### src/rtl/reg_writeback.sv
// Register-file write-port driver: merges a fixed-latency ALU result with queued load results
// and tracks destinations of outstanding loads so decode can stall on them.
module reg_writeback #(
  parameter int DATA_W = 32,
  parameter int ADDR_W = 5,
  parameter int QDEPTH = 4
) (
  input  logic              clk,
  input  logic              rst,
  input  logic              alu_valid,
  input  logic [ADDR_W-1:0] alu_dest,
  input  logic [DATA_W-1:0] alu_data,
  input  logic              ld_valid,
  output logic              ld_ready,
  input  logic [ADDR_W-1:0] ld_dest,
  input  logic [DATA_W-1:0] ld_data,
  input  logic              issue_valid,
  input  logic [ADDR_W-1:0] issue_dest,
  output logic              issue_err,
  input  logic [ADDR_W-1:0] chk_a,
  input  logic [ADDR_W-1:0] chk_b,
  output logic              busy_a,
  output logic              busy_b,
  output logic              write,
  output logic [ADDR_W-1:0] reg_write,
  output logic [DATA_W-1:0] wdata
);
  localparam int PW = $clog2(QDEPTH);
  localparam int NREG = 2 ** ADDR_W;
  localparam logic [PW:0] FULL = (PW + 1)'(QDEPTH);

  logic [QDEPTH-1:0][ADDR_W-1:0] qdest;
  logic [QDEPTH-1:0][DATA_W-1:0] qdata;
  logic [PW-1:0] wp, rp;
  logic [PW:0]   cnt;
  logic [NREG-1:0] pending, pend_clr;

  logic alu_sel, ld_sel, push, issue_ok;
  logic [ADDR_W-1:0] head_dest;

  assign head_dest = qdest[rp];
  assign ld_ready  = !rst && (cnt < FULL);
  assign push      = ld_valid && ld_ready && (ld_dest != '0);
  assign alu_sel   = alu_valid && (alu_dest != '0);
  assign ld_sel    = !alu_sel && (cnt != '0);

  // The selection-cycle clear is visible right away, both to decode and to a
  // same-cycle issue, so re-issuing a dest as its load retires is legal.
  always_comb begin
    pend_clr = pending;
    if (ld_sel) pend_clr[head_dest] = 1'b0;
  end

  assign issue_ok = issue_valid && (issue_dest != '0) && !pend_clr[issue_dest];
  assign busy_a   = (chk_a != '0) && pend_clr[chk_a];
  assign busy_b   = (chk_b != '0) && pend_clr[chk_b];

  always_ff @(posedge clk) begin
    if (rst) begin
      wp        <= '0;
      rp        <= '0;
      cnt       <= '0;
      pending   <= '0;
      issue_err <= 1'b0;
      write     <= 1'b0;
      reg_write <= '0;
      wdata     <= '0;
    end else begin
      if (push) begin
        qdest[wp] <= ld_dest;
        qdata[wp] <= ld_data;
        wp        <= wp + 1'b1;
      end
      if (ld_sel) rp <= rp + 1'b1;
      case ({push, ld_sel})
        2'b10:   cnt <= cnt + 1'b1;
        2'b01:   cnt <= cnt - 1'b1;
        default: cnt <= cnt;
      endcase

      pending <= pend_clr;
      if (issue_ok) pending[issue_dest] <= 1'b1;
      issue_err <= issue_valid && (issue_dest != '0) && pend_clr[issue_dest];

      write <= alu_sel || ld_sel;
      if (alu_sel) begin
        reg_write <= alu_dest;
        wdata     <= alu_data;
      end else if (ld_sel) begin
        reg_write <= head_dest;
        wdata     <= qdata[rp];
      end else begin
        reg_write <= '0;
        wdata     <= '0;
      end
    end
  end
endmodule
### config.mk
export PLATFORM = sky130hd
export DESIGN_NAME = reg_writeback
export DESIGN_NICKNAME = d
export VERILOG_FILES = /design/src/rtl/reg_writeback.sv
export SDC_FILE = /design/constraint.sdc
export NUM_CORES = 1
export LEC_CHECK = 0
export BUFFER_PORTS_ARGS = -buffer_cell sky130_fd_sc_hd__buf_2
export CORE_MARGIN = 2
export CORE_UTILIZATION = 30
export CTS_CLUSTER_DIAMETER = 50
export DETAILED_ROUTE_END_ITERATION = 16
export GPL_ROUTABILITY_DRIVEN = 0
export GPL_TIMING_DRIVEN = 0
export PLACE_DENSITY = 0.47
export SLEW_MARGIN = 5
export SYNTH_ARGS = -nofsm -noshare
export SYNTH_HDL_FRONTEND = slang
export SYNTH_SLANG_ARGS = --single-unit
### constraint.sdc
create_clock -name clk -period 4.7 [get_ports clk]
set_input_delay 0.235 -clock clk [delete_from_list [all_inputs] [get_ports clk]]
set_output_delay 0.235 -clock clk [all_outputs]
set_load 0.03 [all_outputs]
==> results of run 1 <==
## state kept, by name (all words and copies together), names as in the netlist
signal and flops:
pending 32, cnt 3, write 1, qdest 20, reg_write 5, wp 2, qdata 128, wdata 32
issue_err 1, rp 2
## per-layer routing
layer / wire length (um) / vias up / global-route usage, %
met3: 1745 / 53 / 3.336
li1: - / 3212 / -
met1: 12250 / 3469 / 22.30
met5: 0 / - / 0
met2: 12920 / 243 / 27.00
met4: 697 / 0 / 4.896
## power breakdown
part           total [mW]  internal (mW)  switching [mW]
Combinational       0.760          0.307           0.453
Clock                2.12           1.27           0.853
Sequential           2.23           2.20          0.0253
## layout make-up
type / instances / area, um^2 / area share (%)
Clock inverter: 13 / 123.9 / 0.9905
Tap cell: 402 / 503.0 / 4.022
Inverter: 10 / 37.54 / 0.3002
Clock buffer: 39 / 804.5 / 6.433
Multi-Input combinational cell: 408 / 3344 / 26.74
Timing Repair Buffer: 207 / 1469 / 11.75
Buffer: 49 / 217.7 / 1.741
Sequential cell: 226 / 6006 / 48.02
## logic make-up (layout without fill, tap and decap cells)
logic type / count (synthesis) / count (layout) / share of synthesized area, %
fa+ha+maj: 6 / 6 / 0.8602
xor+xnor: 7 / 7 / 0.6386
flops: 226 / 226 / 62.56
compound gates: 143 / 143 / 10.70
buf+inv: 59 / 318 / 2.659
simple gates: 186 / 186 / 9.644
mux: 66 / 66 / 12.94
## worst reg2reg max path: cells and delay by family, from the launching register on
family                 cells  cell delay (ps)
AOI/OAI and AO/OA          2              500
buffers and inverters      4             1050
DFF                        1              320
muxes                      1              650
and+or+nand+nor            4             1110
## what timing repair did
item / 4_1_cts / 5_1_grt
resized for setup: 0 / 0
hold endpoints to repair: 184 / 0
hold buffers: 73 / 0
## worst paths after layout
check                       endpoint  slack [ps]
max                           busy_a         340
min          reg_write[4]$_SDFF_PP0_          50
max reg2reg     issue_err$_SDFF_PP0_         990
min reg2reg      cnt[2]$_SDFFE_PP0P_         510
## cell usage after synthesis (5+ instances only)
library cell	instances
mux2i_1	15
dfxtp_1	78
or3_1	9
buf_1	8
nor3_1	10
a22oi_1	33
nand2_1	49
nand3b_1	12
o22ai_1	17
xor2_1	5
edfxtp_1	148
inv_1	10
nor2_1	57
o31ai_1	9
o32ai_1	15
nor3b_1	7
mux2_2	5
mux4_2	46
clkbuf_1	34
and2_1	6
a31oi_1	6
o21ai_0	22
nand3_1	10
ha_1	5
a21oi_1	12
==> impl_results.md, run 1 <==
* Status: finished clean
* Mapped Area at 9600 um^2
* Hold Fails Final Rpt at 0
* # IOs at 136
* First-pass GRT wire length at 42370 um
* Worst path most repeated cell: buf_2
* Post-CTS Setup Repair Bufs at 0
* R2r startpoint: rp[0]$_SDFFE_PP0N_
* DRC errors left at 0
* Worst reg-to-reg path cell count at 11
* Max-cap violations at 0
* Sequential fraction of the synthesis area at between 60 and 70%
* CP Data Required Time at 4470 ps
* Post-DR vias/cell at slightly above 5
* Netlist cell types at 61
* Root Buffer: clkbuf_16
* Post-synth top area share at 46.29%
* H-tree level count at 1
* Synthesized net count at ~800
* Worst EP arrival at around 4100 ps
* Final setup violation count at 0
* Worst rel slew slack at between 30% and 40%
* Synth Warn # at 0
* Final non-filler cell total at about 1400
* EDFF count, synth at 148
* Period utilization at ~93%
* Most frequent cells in the layout: 148 x edfxtp_1, 133 x buf_2, 78 x dfxtp_1
* Share of cells above drive strength 1 at about a quarter
* Yosys top cell by area: edfxtp_1
* CP Capture Type: output port
* Worst path depth at 11
* Fin crit period at around 4400 ps
* Grt ovf at 0
* CP max-delay cell: mux4_2
* Slew Limit Fails at 0
* DR WL/cell at around 20 um
* Diode count at 0
* Critical Path Start: rp[0]$_SDFFE_PP0N_
* CP Max Fanout at 10
* Top cell family by delay on the critical path: multiplexers
* Fin nets at between 1000 and 1500
* Clock tree sinks at between 200 and 250
* Die Area at around 33000 um^2
* Pleak at about 4.3 nW
* Commonest non-fill, non-tap cell in the layout: edfxtp_1
* RSZ-0062 raised after global routing: no
* Total routed wirelength at approximately 28000 um
* DP Area at 10850 um^2
* Top post-synthesis cells by area: edfxtp_1 46%, dfxtp_1 16%, mux4_2 11%
* Initial DRC count at roughly 540
* Pin count of the biggest net entering global routing at 29
* Startpoint Class: flip-flop
* Sum of negative setup slack at 0 ps
* HP Class: input pin to flip-flop
* Max Root-Sink Buffers at 3
* Fillers at 3063
* Crit-path cells: buf_6 > buf_2 > mux4_2 > buf_2 > nand2b_2 > o21ai_0 > mux4_2 > mux2_2 > a2111o_1 > o211ai_1 > buf_2
* PortBufs at 130
* Gate Count Post-Synth at 693
* Overall Global Routing Usage at between 15 and 20%
* Vias at approximately 7000
* Die H at 182.9 um
* Largest stage delay, worst path at 650 ps
* Worst vdd ir at between 200 and 300 uV
* Area growth from synthesis to layout at 30.26%
* Final HPWL DP at between 15000 and 20000 um
* Post-Place Worst Slack at 848.8 ps
* Worst Slack Setup Final at about 340 ps
* Detailed Routing Iterations Pass 1 at 5
* Die width at ~180 um
* TritonCTS clock tree: yes
* Remaining antenna violation count at 0
* Final Power at 5.104 mW
* #FFs+latches synth at approximately 230
* Vias in the first global route at roughly 7100
* Hold depth at 3
* Layout Skew at about 26 ps
* Asr flop ratio synth at 0%
* Initial Utilization at 30.42%
* Number of buffers created by CTS at 28
* Antenna violations before repair at 0
* Syn avg cell area at roughly 14 um^2
* Placed cells at between 1000 and 1500
* Worst Hold Slack at roughly 52 ps
* Core ar. at between 30000 and 40000 um^2
* Clk_lat worst skew at between 500 and 600 ps
* Critical path class: flip-flop to output port
* Worst-Margin Slew at between 900 and 1000 ps
* Hold_sp: alu_valid
* CP bufs+invs at 4
* Clock slew at reported path FFs at 60 ps
* Cell Rows at 65
* Post-route cell area at approximately 13000 um^2
* Fmax at 229.5 MHz
* Pwr Density at between 400 and 500 nW/um^2
* Most used DFF post-synth: edfxtp_1
* Utilization after layout at 39.63%
(Power assumes the default switching activity.)
==> inputs of run 2 (changes only) <==
Settings changed: CELL_PAD_IN_SITES_DETAIL_PLACEMENT from default to 0, CELL_PAD_IN_SITES_GLOBAL_PLACEMENT from default to 1, PLACE_DENSITY 0.47 to 0.55.
==> run 2 against run 1 <==
Compared with the run above: via count decreased by 0.23%; fmax decreased by 2.5%; cell count increased by 0.22%; die area unchanged; worst setup slack got worse by 110 ps; routed wire length increased by 1.7%; flip-flop and latch count unchanged; global-route usage increased by 0.32 points; largest power group unchanged.
==> impl_results.md, run 2 (same netlist as run 1, synthesis figures left out) <==
* Status: finished clean
* Final setup violation count at 0 (unchanged)
* Slew Limit Fails at 0 (unchanged)
* Pleak at 4.328 nW (about the same)
* CP Data Required Time at 4470 ps (about the same)
* Final HPWL DP at 19480 um (+1.5%)
* Clock tree sinks at 226 (unchanged)
* Worst-Margin Slew at 1171 ps (+217.3 ps)
* Vias at 6961 (-0.23%)
* First-pass GRT wire length at 42950 um (+1.4%)
* DRC errors left at 0 (unchanged)
* Die Area at 33450 um^2 (unchanged)
* Total routed wirelength at 28090 um (+1.7%)
* Root Buffer: clkbuf_16
* Worst reg-to-reg path cell count at 8 (-3)
* Worst rel slew slack at 21.11% (-15 points)
* Max Root-Sink Buffers at 3 (unchanged)
* Post-DR vias/cell at 5.130 (-0.45%)
* Post-CTS Setup Repair Bufs at 0 (unchanged)
* DP Area at 10850 um^2 (unchanged)
* Fmax at 223.9 MHz (-2.5%)
* Most frequent cells in the layout: 148 x edfxtp_1, 133 x buf_2, 78 x dfxtp_1
* PortBufs at 130 (unchanged)
* Max reg flops at 128 (unchanged)
* Clock slew at reported path FFs at 60 ps (about the same)
* Cell Rows at 65 (unchanged)
* HP Class: input pin to flip-flop
* Initial Utilization at 30.42% (unchanged)
* Antenna violations before repair at 1 (+1)
* Critical path class: flip-flop to output port
* Vias in the first global route at 7195 (+1.2%)
* Fin crit period at 4467 ps (+110.2 ps)
* Largest regs: qdata: 128 flops, pending: 32 flops, wdata: 32 flops
* Pin count of the biggest net entering global routing at 30 (+3.4%)
* Die H at 182.9 um (unchanged)
* DR WL/cell at 20.70 um (+1.5%)
* Max-cap violations at 0 (unchanged)
* Share of cells above drive strength 1 at 26.62% (+0.26 points)
* Sum of negative setup slack at 0 ps (unchanged)
* Final Power at 5.126 mW (+0.44%)
* Initial DRC count at 496 (-7.8%)
* TritonCTS clock tree: yes
* Overall Global Routing Usage at 16.84% (+0.32 points)
* Largest Register: qdata
* Clk_lat worst skew at 550 ps (about the same)
* Hold_buf cts at 73 (unchanged)
* Grt ovf at 0 (unchanged)
* Core ar. at 31560 um^2 (unchanged)
* Period utilization at 95.05% (+2.3 points)
* Fin nets at 1031 (+0.097%)
* Post-route cell area at 12520 um^2 (+0.14%)
* Remaining antenna violation count at 0 (unchanged)
* Startpoint Class: flip-flop
* CP Max Fanout at 10 (unchanged)
* Detailed Routing Iterations Pass 1 at 5 (unchanged)
* # IOs at 136 (unchanged)
* Fillers at 3053 (-0.33%)
* Die width at 182.9 um (unchanged)
* Commonest non-fill, non-tap cell in the layout: edfxtp_1
* Worst EP arrival at 4230 ps (+110 ps)
* Hold Fails Final Rpt at 0 (unchanged)
* H-tree level count at 1 (unchanged)
* Pwr Density at 409.4 nW/um^2 (+0.29%)
* Number of buffers created by CTS at 29 (+3.6%)
* Area growth from synthesis to layout at 30.44%
* Hold depth at 3 (unchanged)
* Worst vdd ir at 217.5 uV (-16%)
* Layout Skew at 12.74 ps (-13.36 ps)
* Post-cts resize count at 0 (unchanged)
* RSZ-0062 raised after global routing: no
* CP Capture Type: output port
==> run 2: metal layers <==
| metal | share of wire (%) | up-vias | global-route usage [%] |
|---|---|---|---|
| li1 | - | 3226 | - |
| met1 | 44 | 3471 | 22.08 |
| met5 | 0 | - | 0 |
| met3 | 6.4 | 43 | 3.654 |
| met2 | 47 | 221 | 27.98 |
| met4 | 2.8 | 0 | 5.216 |
==> run 2: area by class of cell <==
type	instances	area, um^2	area share, %
flip-flops and latches	226	6006	47.96
multi-input cells	408	3344	26.71
plain buffers	49	217.7	1.738
clock inverters	17	157.7	1.259
inverters	10	37.54	0.2997
repair buffers	207	1469	11.73
well taps	402	503.0	4.016
diodes	1	2.502	0.01998
clock buffers	37	785.8	6.274
==> run 2: worst paths after layout <==
kind                       start  slack [ps]                 endpoint
max           rp[0]$_SDFFE_PP0N_         230                   busy_a
min                    alu_valid          60  reg_write[3]$_SDFF_PP0_
max reg2reg   rp[0]$_SDFFE_PP0N_         870     issue_err$_SDFF_PP0_
min reg2reg  cnt[2]$_SDFFE_PP0P_         520      cnt[2]$_SDFFE_PP0P_
==> run 2: worst max-delay path, stage by stage (launching register included) <==
cell and delay [ps]:
dfxtp_1 330, buf_6 130, buf_2 310, mux4_2 640, buf_2 260, nand2b_2 240, o21ai_0 230, mux4_2 520
mux2_2 270, a2111o_1 400, o211ai_1 110, buf_2 230
==> run 2: stage by stage <==
| stage | hold WS, ps | instances | worst slack (ps) | utilization (%) |
|---|---|---|---|---|
| finish | 59.25 | 1357 | 232.8 | 39.69 |
| global route | 65.81 | 1357 | 24.90 | 39.69 |
| CTS | 28.14 | 1356 | 167.3 | 39.68 |
| detailed placement | 452.0 | 1229 | 761.9 | 34.37 |
| global placement | 453.6 | 1225 | 740.9 | 34.08 |
| floorplan | 333.9 | 693 | 1371 | - |
==> run 2: power by group <==
| group | leakage, nW | internal, mW | switching [mW] |
|---|---|---|---|
| combinational | 1.89 | 0.306 | 0.455 |
| clock | 0.456 | 1.26 | 0.885 |
| sequential | 1.98 | 2.20 | 0.0233 |
| total | 4.33 | 3.76 | 1.36 |
==> inputs of run 3 (changes only) <==
Settings changed: CORE_UTILIZATION 30 to 51, PLACE_DENSITY 0.55 to 0.85.
==> run 3 against run 2 <==
Compared with the run above: largest cell class unchanged; clock skew shrank 4.3 ps; cell count fell by 13%; sequential share of layout area grew 1.3 points; highest routed layer unchanged; power down 3.0%; register-to-register slack improved by 230 ps.
==> impl_results.md, run 3 (same netlist as run 1, synthesis figures left out) <==
* Initial DRC count at 627 (+26%)
* CP max-delay cell: mux4_2
* Total routed wirelength at 25860 um (-7.9%)
* Sw power at 1.271 mW (-6.8%)
* Max-cap violations at 0 (unchanged)
* CP Max Fanout at 10 (unchanged)
* Post-Place Worst Slack at 901.2 ps (+139.3 ps)
* Gate power share at 15.1% (+0.2 points)
* Fillers at 1279 (-58%)
* Final Power at 4.974 mW (-3.0%)
* Worst path most repeated cell: buf_2
* Die H at 141.2 um (-23%)
* Fin nets at 1023 (-0.78%)
* Remaining antenna violation count at 0 (unchanged)
* Pleak at 4.275 nW (-1.2%)
* Core ar. at 18580 um^2 (-41%)
* DR WL/cell at 21.99 um (+6.2%)
* Worst Hold Slack at 17.77 ps (-41.48 ps)
* Startpoint Class: flip-flop
* Hold_buf cts at 69 (-5.5%)
* Slew Limit Fails at 0 (unchanged)
* Sequential Power Share at 44.8% (+1.4 points)
* Largest stage delay, worst path at 640 ps (about the same)
* Largest Register: qdata
* Overall Global Routing Usage at 25.65% (+8.8 points)
* Initial Utilization at 51.67% (+21 points)
* Clock Power Share at 40.2% (-1.6 points)
* Vias in the first global route at 7316 (+1.7%)
* Post-CTS Setup Repair Bufs at 0 (unchanged)
* Number of buffers created by CTS at 25 (-14%)
* Final non-filler cell total at 1176 (-13%)
* Clock tree sinks at 226 (unchanged)
* Post-DR vias/cell at 6.148 (+20%)
* Placed cells at 1061 (-14%)
* Fin crit period at 4345 ps (-122.6 ps)
* Pwr Density at 408.1 nW/um^2 (-0.31%)
* TritonCTS clock tree: yes
* # IOs at 136 (unchanged)
* Area of the multi-input gates at 3344 um^2 (unchanged)
* Status: finished clean
* Worst path depth at 11 (unchanged)
* Largest regs: qdata: 128 flops, pending: 32 flops, wdata: 32 flops
* Vias at 7230 (+3.9%)
* Pin count of the biggest net entering global routing at 28 (-6.7%)
* HP Class: input pin to flip-flop
* CP Capture Type: output port
* Clk_lat worst skew at 520 ps (-30 ps)
* Max Root-Sink Buffers at 3 (unchanged)
* Commonest non-fill, non-tap cell in the layout: edfxtp_1
* Area growth from synthesis to layout at 26.96%
* Top cell family by delay on the critical path: multiplexers
* Grt ovf at 0 (unchanged)
* First-pass GRT wire length at 39590 um (-7.8%)
* Worst reg-to-reg path cell count at 9 (+1)
* Period utilization at 92.44% (-2.6 points)
* Layout Skew at 8.444 ps (-4.295 ps)
* RSZ-0062 raised after global routing: no
* Critical path class: flip-flop to output port
* Die width at 141.2 um (-23%)
* CP Data Required Time at 4470 ps (about the same)
* FF/Latch Area at 6006 um^2 (unchanged)
* Die Area at 19940 um^2 (-40%)
* Max reg flops at 128 (unchanged)
* Sum of negative setup slack at 0 ps (unchanged)
* DRC errors left at 0 (unchanged)
* Fmax at 230.2 MHz (+2.8%)
* Share of cells above drive strength 1 at 26.46% (-0.16 points)
* Internal power at 3.704 mW (-1.6%)
* Hold Fails Final Rpt at 0 (unchanged)
* Worst rel slew slack at 36.38% (+15 points)
* Final HPWL DP at 17280 um (-11%)
* H-tree level count at 1 (unchanged)
* Antenna violations before repair at 1 (unchanged)
* DP Area at 10640 um^2 (-1.9%)
* Clock slew at reported path FFs at 60 ps (about the same)
* CP bufs+invs at 4 (unchanged)
* Worst-Margin Slew at 944.0 ps (-226.6 ps)
* Final setup violation count at 0 (unchanged)
* Worst Slack Setup Final at 355.5 ps (+122.6 ps)
* Utilization after layout at 65.60% (+26 points)
* Most frequent cells in the layout: 148 x edfxtp_1, 133 x buf_2, 78 x dfxtp_1
* Detailed Routing Iterations Pass 1 at 7 (+2)
* Post-cts resize count at 0 (unchanged)
* PortBufs at 130 (unchanged)
* Sw Ratio at 25.55% (-1.1 points)
* Crit-path cells: buf_6 > buf_2 > mux4_2 > buf_2 > nand2b_2 > o21ai_0 > mux4_2 > mux2_2 > a2111o_1 > o211ai_1 > buf_2
* Worst vdd ir at 344.1 uV (+58%)
* Hold depth at 3 (unchanged)
* Cell Rows at 50 (-23%)
* Worst EP arrival at 4110 ps (-120 ps)
* Root Buffer: clkbuf_16
* Post-route cell area at 12190 um^2 (-2.7%)
run 3: cell count changes in the layout (fill, tap and decap cells not counted), moves of 2 or more:
cell	change
clkbuf_16	-4
inv_8	-3
clkbuf_1	-3
dlygate4sd3_1	-4
bufinv_16	+2
run 3: final timing paths:
kind                          start                     end  slack (ps)
min reg2reg  pending[27]$_SDFF_PP0_  pending[27]$_SDFF_PP0_         520
min                     alu_data[0]     wdata[0]$_SDFF_PP0_          20
max reg2reg     cnt[2]$_SDFFE_PP0P_    issue_err$_SDFF_PP0_        1100
max              rp[0]$_SDFFE_PP0N_                  busy_a         360
run 3: worst reg2reg max path: stages (launching register included):
cell	delay [ps]
dfxtp_1	380
nor3_1	120
nor3_1	720
nand3_1	530
o21ai_0	680
a2111oi_0	200
and3_1	200
buf_6	130
clkbuf_1	280
and4_1	260
run 3: final cells by class:
| class | instances | area share (%) |
|---|---|---|
| well taps | 234 | 2.402 |
| plain buffers | 49 | 1.786 |
| flip-flops and latches | 226 | 49.27 |
| diodes | 1 | 0.02053 |
| inverters | 10 | 0.3079 |
| multi-input cells | 408 | 27.44 |
| clock buffers | 30 | 5.533 |
| repair buffers | 203 | 11.78 |
| clock inverters | 15 | 1.458 |
run 3: metal layers:
metal	vias up	global-route usage [%]	share of wire [%]
met1	3529	32.16	38
met2	411	43.92	50
li1	3201	-	-
met5	-	0	0
met3	89	4.789	8.2
met4	0	10.89	4.1
run 3: power groups by stage:
stage	logic, mW	registers, mW	clock network [mW]
finish	0.751	2.23	2.00
global route	0.804	2.23	2.09
CTS	0.744	2.23	2.01
detailed placement	0.693	2.27	0
global placement	0.669	2.26	0
floorplan	0.409	2.32	0
